### src/rtl/dw_conv_pkg.sv
// rtl/dw_conv_pkg.sv - shared ratio, counter-width and config-check helpers for the width converters
package dw_conv_pkg;

    // Number of narrow lanes that make up one wide word.
    function automatic int unsigned conv_ratio(input int unsigned wide_dw, input int unsigned narrow_dw);
        return (narrow_dw == 0) ? 0 : wide_dw / narrow_dw;
    endfunction

    // One mask bit per lane.
    function automatic int unsigned lane_mask_width(input int unsigned wide_dw, input int unsigned narrow_dw);
        return conv_ratio(wide_dw, narrow_dw);
    endfunction

    // Lane counter width; never narrower than one bit.
    function automatic int unsigned conv_cnt_width(input int unsigned ratio);
        return (ratio < 2) ? 1 : $clog2(ratio);
    endfunction

    // Both converters require an integral ratio of at least two lanes.
    function automatic bit conv_cfg_ok(input int unsigned wide_dw, input int unsigned narrow_dw);
        return (narrow_dw != 0) && (wide_dw % narrow_dw == 0) && (wide_dw / narrow_dw >= 2);
    endfunction

endpackage

### src/rtl/dw_up_converter_counter.sv
// rtl/dw_up_converter_counter.sv - generic up/down counter with clear, load and overflow flag
module dw_up_converter_counter #(
    parameter int unsigned WIDTH           = 4,
    parameter bit          STICKY_OVERFLOW = 1'b0
) (
    input  logic             clk_i,
    input  logic             rst_ni,
    input  logic             clear_i,
    input  logic             en_i,
    input  logic             load_i,
    input  logic             down_i,
    input  logic [WIDTH-1:0] d_i,
    output logic [WIDTH-1:0] q_o,
    output logic             overflow_o
);

    logic [WIDTH-1:0] cnt_q, cnt_d;
    logic             ovf_q, ovf_d;

    // Next count: clear beats load beats count; overflow flags a wrap in either direction.
    always_comb begin
        cnt_d = cnt_q;
        ovf_d = STICKY_OVERFLOW ? ovf_q : 1'b0;
        if (clear_i) begin
            cnt_d = '0;
            ovf_d = 1'b0;
        end else if (load_i) begin
            cnt_d = d_i;
        end else if (en_i) begin
            if (down_i) begin
                cnt_d = cnt_q - WIDTH'(1);
                if (cnt_q == '0) ovf_d = 1'b1;
            end else begin
                cnt_d = cnt_q + WIDTH'(1);
                if (&cnt_q) ovf_d = 1'b1;
            end
        end
    end

    // Count and overflow registers.
    always_ff @(posedge clk_i or negedge rst_ni) begin
        if (!rst_ni) begin
            cnt_q <= '0;
            ovf_q <= 1'b0;
        end else begin
            cnt_q <= cnt_d;
            ovf_q <= ovf_d;
        end
    end

    assign q_o        = cnt_q;
    assign overflow_o = ovf_q;

endmodule

### src/rtl/dw_up_converter.sv
// rtl/dw_up_converter.sv - packs narrow beats into wide words with lane mask and early flush
module dw_up_converter
    import dw_conv_pkg::*;
#(
    parameter int unsigned  INPUT_DW  = 64,
    parameter int unsigned  OUTPUT_DW = 512,
    localparam int unsigned UP_RATIO  = conv_ratio(OUTPUT_DW, INPUT_DW),
    localparam int unsigned CNT_WIDTH = conv_cnt_width(UP_RATIO)
) (
    input  logic                 clk_i,
    input  logic                 rst_ni,
    input  logic [INPUT_DW-1:0]  data_i,
    input  logic                 valid_i,
    input  logic                 last_i,
    output logic                 ready_o,
    output logic [OUTPUT_DW-1:0] data_o,
    output logic [UP_RATIO-1:0]  strb_o,
    output logic                 valid_o,
    input  logic                 ready_i
);

    if (!conv_cfg_ok(OUTPUT_DW, INPUT_DW)) begin : g_cfg_check
        $fatal(1, "dw_up_converter: OUTPUT_DW must be a multiple of INPUT_DW with ratio >= 2");
    end

    typedef logic [UP_RATIO-1:0][INPUT_DW-1:0] word_t;

    word_t                 buf_q, buf_d;
    logic [UP_RATIO-1:0]   mask_q, mask_d;
    word_t                 out_q, out_d;
    logic [UP_RATIO-1:0]   strb_q, strb_d;
    logic                  valid_q, valid_d;
    logic                  pend_q, pend_d;
    logic [CNT_WIDTH-1:0]  cnt_q;
    logic                  cnt_ovf_unused;

    word_t                 word_data;
    logic [UP_RATIO-1:0]   word_strb;
    logic                  accept;
    logic                  complete;
    logic                  out_free;

    // ready_o depends only on registered state, never on ready_i.
    assign ready_o  = !pend_q;
    assign accept   = valid_i && ready_o;
    assign complete = accept && (last_i || (cnt_q == CNT_WIDTH'(UP_RATIO - 1)));
    assign out_free = !valid_q || ready_i;

    dw_up_converter_counter #(
        .WIDTH           (CNT_WIDTH),
        .STICKY_OVERFLOW (1'b0)
    ) u_lane_cnt (
        .clk_i      (clk_i),
        .rst_ni     (rst_ni),
        .clear_i    (complete),
        .en_i       (accept),
        .load_i     (1'b0),
        .down_i     (1'b0),
        .d_i        ('0),
        .q_o        (cnt_q),
        .overflow_o (cnt_ovf_unused)
    );

    // Assembly buffer as it looks with the current beat merged into its lane.
    always_comb begin
        word_data = buf_q;
        word_strb = mask_q;
        if (accept) begin
            word_data[cnt_q] = data_i;
            word_strb[cnt_q] = 1'b1;
        end
    end

    // Hand completed words to the output register, or park them as pending when it is busy.
    always_comb begin
        buf_d   = word_data;
        mask_d  = word_strb;
        out_d   = out_q;
        strb_d  = strb_q;
        valid_d = valid_q;
        pend_d  = pend_q;
        if (valid_q && ready_i) begin
            valid_d = 1'b0;
        end
        if (complete) begin
            if (out_free) begin
                out_d   = word_data;
                strb_d  = word_strb;
                valid_d = 1'b1;
                buf_d   = '0;
                mask_d  = '0;
            end else begin
                pend_d  = 1'b1;
            end
        end else if (pend_q && out_free) begin
            out_d   = buf_q;
            strb_d  = mask_q;
            valid_d = 1'b1;
            pend_d  = 1'b0;
            buf_d   = '0;
            mask_d  = '0;
        end
    end

    // Assembly buffer, output register and pending flag.
    always_ff @(posedge clk_i or negedge rst_ni) begin
        if (!rst_ni) begin
            buf_q   <= '0;
            mask_q  <= '0;
            out_q   <= '0;
            strb_q  <= '0;
            valid_q <= 1'b0;
            pend_q  <= 1'b0;
        end else begin
            buf_q   <= buf_d;
            mask_q  <= mask_d;
            out_q   <= out_d;
            strb_q  <= strb_d;
            valid_q <= valid_d;
            pend_q  <= pend_d;
        end
    end

    assign data_o  = out_q;
    assign strb_o  = strb_q;
    assign valid_o = valid_q;

endmodule

### config.mk
export PLATFORM = sky130hd
export DESIGN_NAME = dw_up_converter
export DESIGN_NICKNAME = d
export VERILOG_FILES = /design/src/rtl/dw_conv_pkg.sv /design/src/rtl/dw_up_converter_counter.sv /design/src/rtl/dw_up_converter.sv
export SDC_FILE = /design/constraint.sdc
export NUM_CORES = 2
export LEC_CHECK = 0
export CAP_MARGIN = 0
export CORE_ASPECT_RATIO = 0.7
export CORE_MARGIN = 3
export CORE_UTILIZATION = 35
export DETAILED_ROUTE_END_ITERATION = 10
export PLACE_DENSITY = 0.59
export RECOVER_POWER = 100
export SYNTH_ARGS = -nofsm -noshare
export SYNTH_HDL_FRONTEND = slang
export SYNTH_SLANG_ARGS = --single-unit
export TNS_END_PERCENT = 100
### constraint.sdc
create_clock -name clk_i -period 3.5 [get_ports clk_i]
set_clock_uncertainty 0.15 [all_clocks]
set_input_delay 0.7 -clock clk_i [delete_from_list [all_inputs] [get_ports clk_i]]
set_output_delay 0.7 -clock clk_i [all_outputs]
set_load 0.005 [all_outputs]
==> impl_metrics.yaml <==
timing:
  setup_viol: 0
  finalHoldViolations: 0
  period_minus_slack_ps: 3140
  fmax_mhz: 319
  finalCritPeriodShare: 0.897
  finalSetupTns_ps: 0
  final_max_slew_viol_count: 284
  fin_ws_ps: 361
  slew_headroom: -0.156
  whs_ps: 346
  rsz0062_at_grt: "false"
  tightest_slew_ps: 1730
worst_setup_path:
  cp.buffers_inverters: 2
  r2r_end: "data_o[71]$_DFFE_PN0P_"
  critical_path.top_delay_family: "buffers and inverters"
  required_ps: 3990
  worstPathCellList: "dlygate4sd3_1 -> or3b_4 -> buf_6 -> o21ai_0 -> a31oi_1"
  cpPeakStageDelay_ps: 910
  critPathSlowestCell: "buf_6"
  critPathLaunchType: "primary input"
  ff2ff_path_depth: 7
  worst-setup-path-type: "in2reg"
  crit_start: "valid_i"
  cp.arrival_ps: 3630
  setup.worst_path.end_class: "register"
  cp-endpoint: "data_o[345]$_DFFE_PN0P_"
  reg2reg_from: "u_lane_cnt.q_o[1]$_DFFE_PN0P_"
  crit_fanout: 188
  rrSetupSlack_ps: 450
  worst-path-stages: 5
grt:
  grt_max_degree: 189
  grt_pass1_vias: 47909
  antenna_found_initial: 3
  track_usage: 0.273
  grt_overflow: 0
  grt_pass1_wl_um: 325000
power:
  pwr-share-seq: 0.416
  switching_share: 0.336
  peakVddDrop_uv: 379
  p_sw_w: 0.0127
  power.density_nw_per_um2: 604
  internal_power_w: 0.0250
  combPwrFrac: 0.263
  leakagePower_nw: 23.1
  power_frac_clock: 0.321
synth:
  synth_area_leader_cell: "dfrtp_1"
  synth_top_area_share: 0.505
  synth_cells: 5623
  ys_top_cells_by_area: "dfrtp_1, a31oi_1, nand3_1"
  yosysSeqAreaShare: 0.505
  synth-seq-cells: 1045
  yosys.cell_types.count: 36
  avgSynthCellArea_sq_um: 9.21
  synth-warning-count: 0
  synth_area_sq_um: 51800
  synthesis.nets: 5694
die:
  start_util: 0.354
  fp-row-count: 117
  die_h_um: 328
  design.core.area_sq_um: 146000
  die_w_um: 466
  dieArea_sq_um: 153000
  io_pins: 591
cts:
  clkSlewWorstSetupHoldPaths_ps: 60
  clock_path_buffers: 3
  clockRootBuffer: "clkbuf_16"
  clock_latency_ps: 730
  numCtsBuffers: 108
  cts_max_level: 3
  cts_tree: "yes"
  cts_num_sinks: 1045
route:
  drc: 0
  viasPerCell: 6.49
  wl_per_cell_um: 27.9
  vias: 50145
  drtPass1Iterations: 6
  drt_iter0_markers: 6321
  antenna_left: 0
  wirelength_um: 216000
min_path:
  worstHoldPathType: "reg2reg"
status:
  outcome: "complete, but fails checks"
  violations: "capacitance limit, slew limit"
place:
  place_ws_ps: 223
  placed_cells: 7532
  hpwlAfterDp_um: 125000
  gp_congestion: 0.807
  numPortBuffers: 590
finish:
  area_growth_pct: 20.5
  fin_nets: 5751
  multiInputGateArea_sq_um: 21000
  drive_above_1_share: 0.0881
  fillCellCount: 14091
  register_area_sq_um: 26200
  antenna_cells: 0
  stdcell_count: 7728
flow_run:
  max_cap_violations: 6
-- kinds of logic after synthesis --
group	after synthesis	synth area share
buffers and inverters	921	0.0807
AND/OR/NAND/NOR	1058	0.103
multiplexers	3	0.000652
flip-flops	1045	0.505
adder cells (fa/ha/maj)	2	0.000483
AO/OA/AOI/OAI	2594	0.310
-- cell usage in the layout, fill, tap and decap left out, drive strengths merged, types with 2 or more instances in the layout --
master and instances:
a21oi 527, a22o 2, a31oi 1036, buf 242, bufinv 7, clkbuf 198
clkdlybuf4s50 66, clkinv 17, clkinvlp 5, dfrtp 1045, dlygate4sd3 524, ha 2
inv 4, mux2 3, nand2 2, nand2b 4, nand3 1024, nor2 12
nor2b 2, o21ai 640, o21bai 2, o31ai 384, or2 3
-- layout make-up --
class | count | share of cell area
multi-input cells | 3657 | 0.336
flip-flops and latches | 1045 | 0.419
inverters | 1 | 0.0000601
clock inverters | 32 | 0.00589
repair buffers | 867 | 0.147
clock buffers | 163 | 0.0521
well taps | 1963 | 0.0394
-- flip-flops by register name (all words and copies together) (netlist names) --
signal and count:
buf_q 512, data_o 512, mask_q 8, strb_o 8, u_lane_cnt.q_o 3, pend_q 1
valid_o 1
-- worst min path at each step --
stage,cells after the start,start,end
2_1_floorplan,0,rst_ni,buf_q[0]$_DFF_PN0_
3_3_place_gp,2,mask_q[7]$_DFF_PN0_,mask_q[7]$_DFF_PN0_
3_5_place_dp,2,mask_q[7]$_DFF_PN0_,mask_q[7]$_DFF_PN0_
4_1_cts,2,mask_q[7]$_DFF_PN0_,mask_q[7]$_DFF_PN0_
5_1_grt,2,mask_q[7]$_DFF_PN0_,mask_q[7]$_DFF_PN0_
6_report,2,mask_q[7]$_DFF_PN0_,mask_q[7]$_DFF_PN0_
-- metrics by stage --
| step | util | area (sq um) | total power [W] |
|---|---|---|---|
| CTS | 0.433 | 63300 | 0.0387 |
| floorplan | - | 51800 | 0.0202 |
| finish | 0.427 | 62400 | 0.0377 |
| global placement | 0.408 | 59600 | 0.0264 |
| detailed placement | 0.408 | 59600 | 0.0266 |
| global route | 0.427 | 62400 | 0.0393 |
-- routing by layer --
layer  track usage  vias to the layer above  wire [um]
met1         0.380                    25393      87900
met5             0                        -         27
li1              -                    21401          -
met4         0.115                        4       9650
met2         0.412                     2948      97900
met3        0.0562                      399      20200
-- cells in the mapped netlist (all sizes together) --
master,number
a21oi,527
a22o,2
a31oi,1036
and2,1
and3,1
and3b,1
and4b,1
and4bb,1
buf,241
clkbuf,679
dfrtp,1045
ha,2
inv,1
mux2,3
nand2,2
nand2b,4
nand3,1024
nand3b,1
nor2,12
nor2b,2
nor3b,1
nor4b,1
nor4bb,1
o211ai,1
o21a,1
o21ai,640
o21ba,1
o21bai,2
o31ai,384
or2,3
or3,1
or3b,1
-- what timing repair did --
action | 4_1_cts | 5_1_grt
hold buffers | 1 | 0
gates resized for setup | 0 | 0
buffers inserted | 0 | 0
endpoints found under the setup margin | 0 | 0
endpoints found under the hold margin | 37 | 0
-- worst min-delay path: cells and delay by family (launching register included) --
family,cells,cell delay (ps)
flops,1,340
simple gates,1,70
compound gates,1,40
-- power groups by stage --
stage               sequential [W]  combinational (W)  clock (W)
floorplan                   0.0153            0.00491          0
global placement            0.0159             0.0105          0
detailed placement          0.0159             0.0107          0
CTS                         0.0157             0.0107     0.0123
global route                0.0158             0.0107     0.0127
finish                      0.0157            0.00991     0.0121
Note: power is estimated with default switching activity, not from simulation.
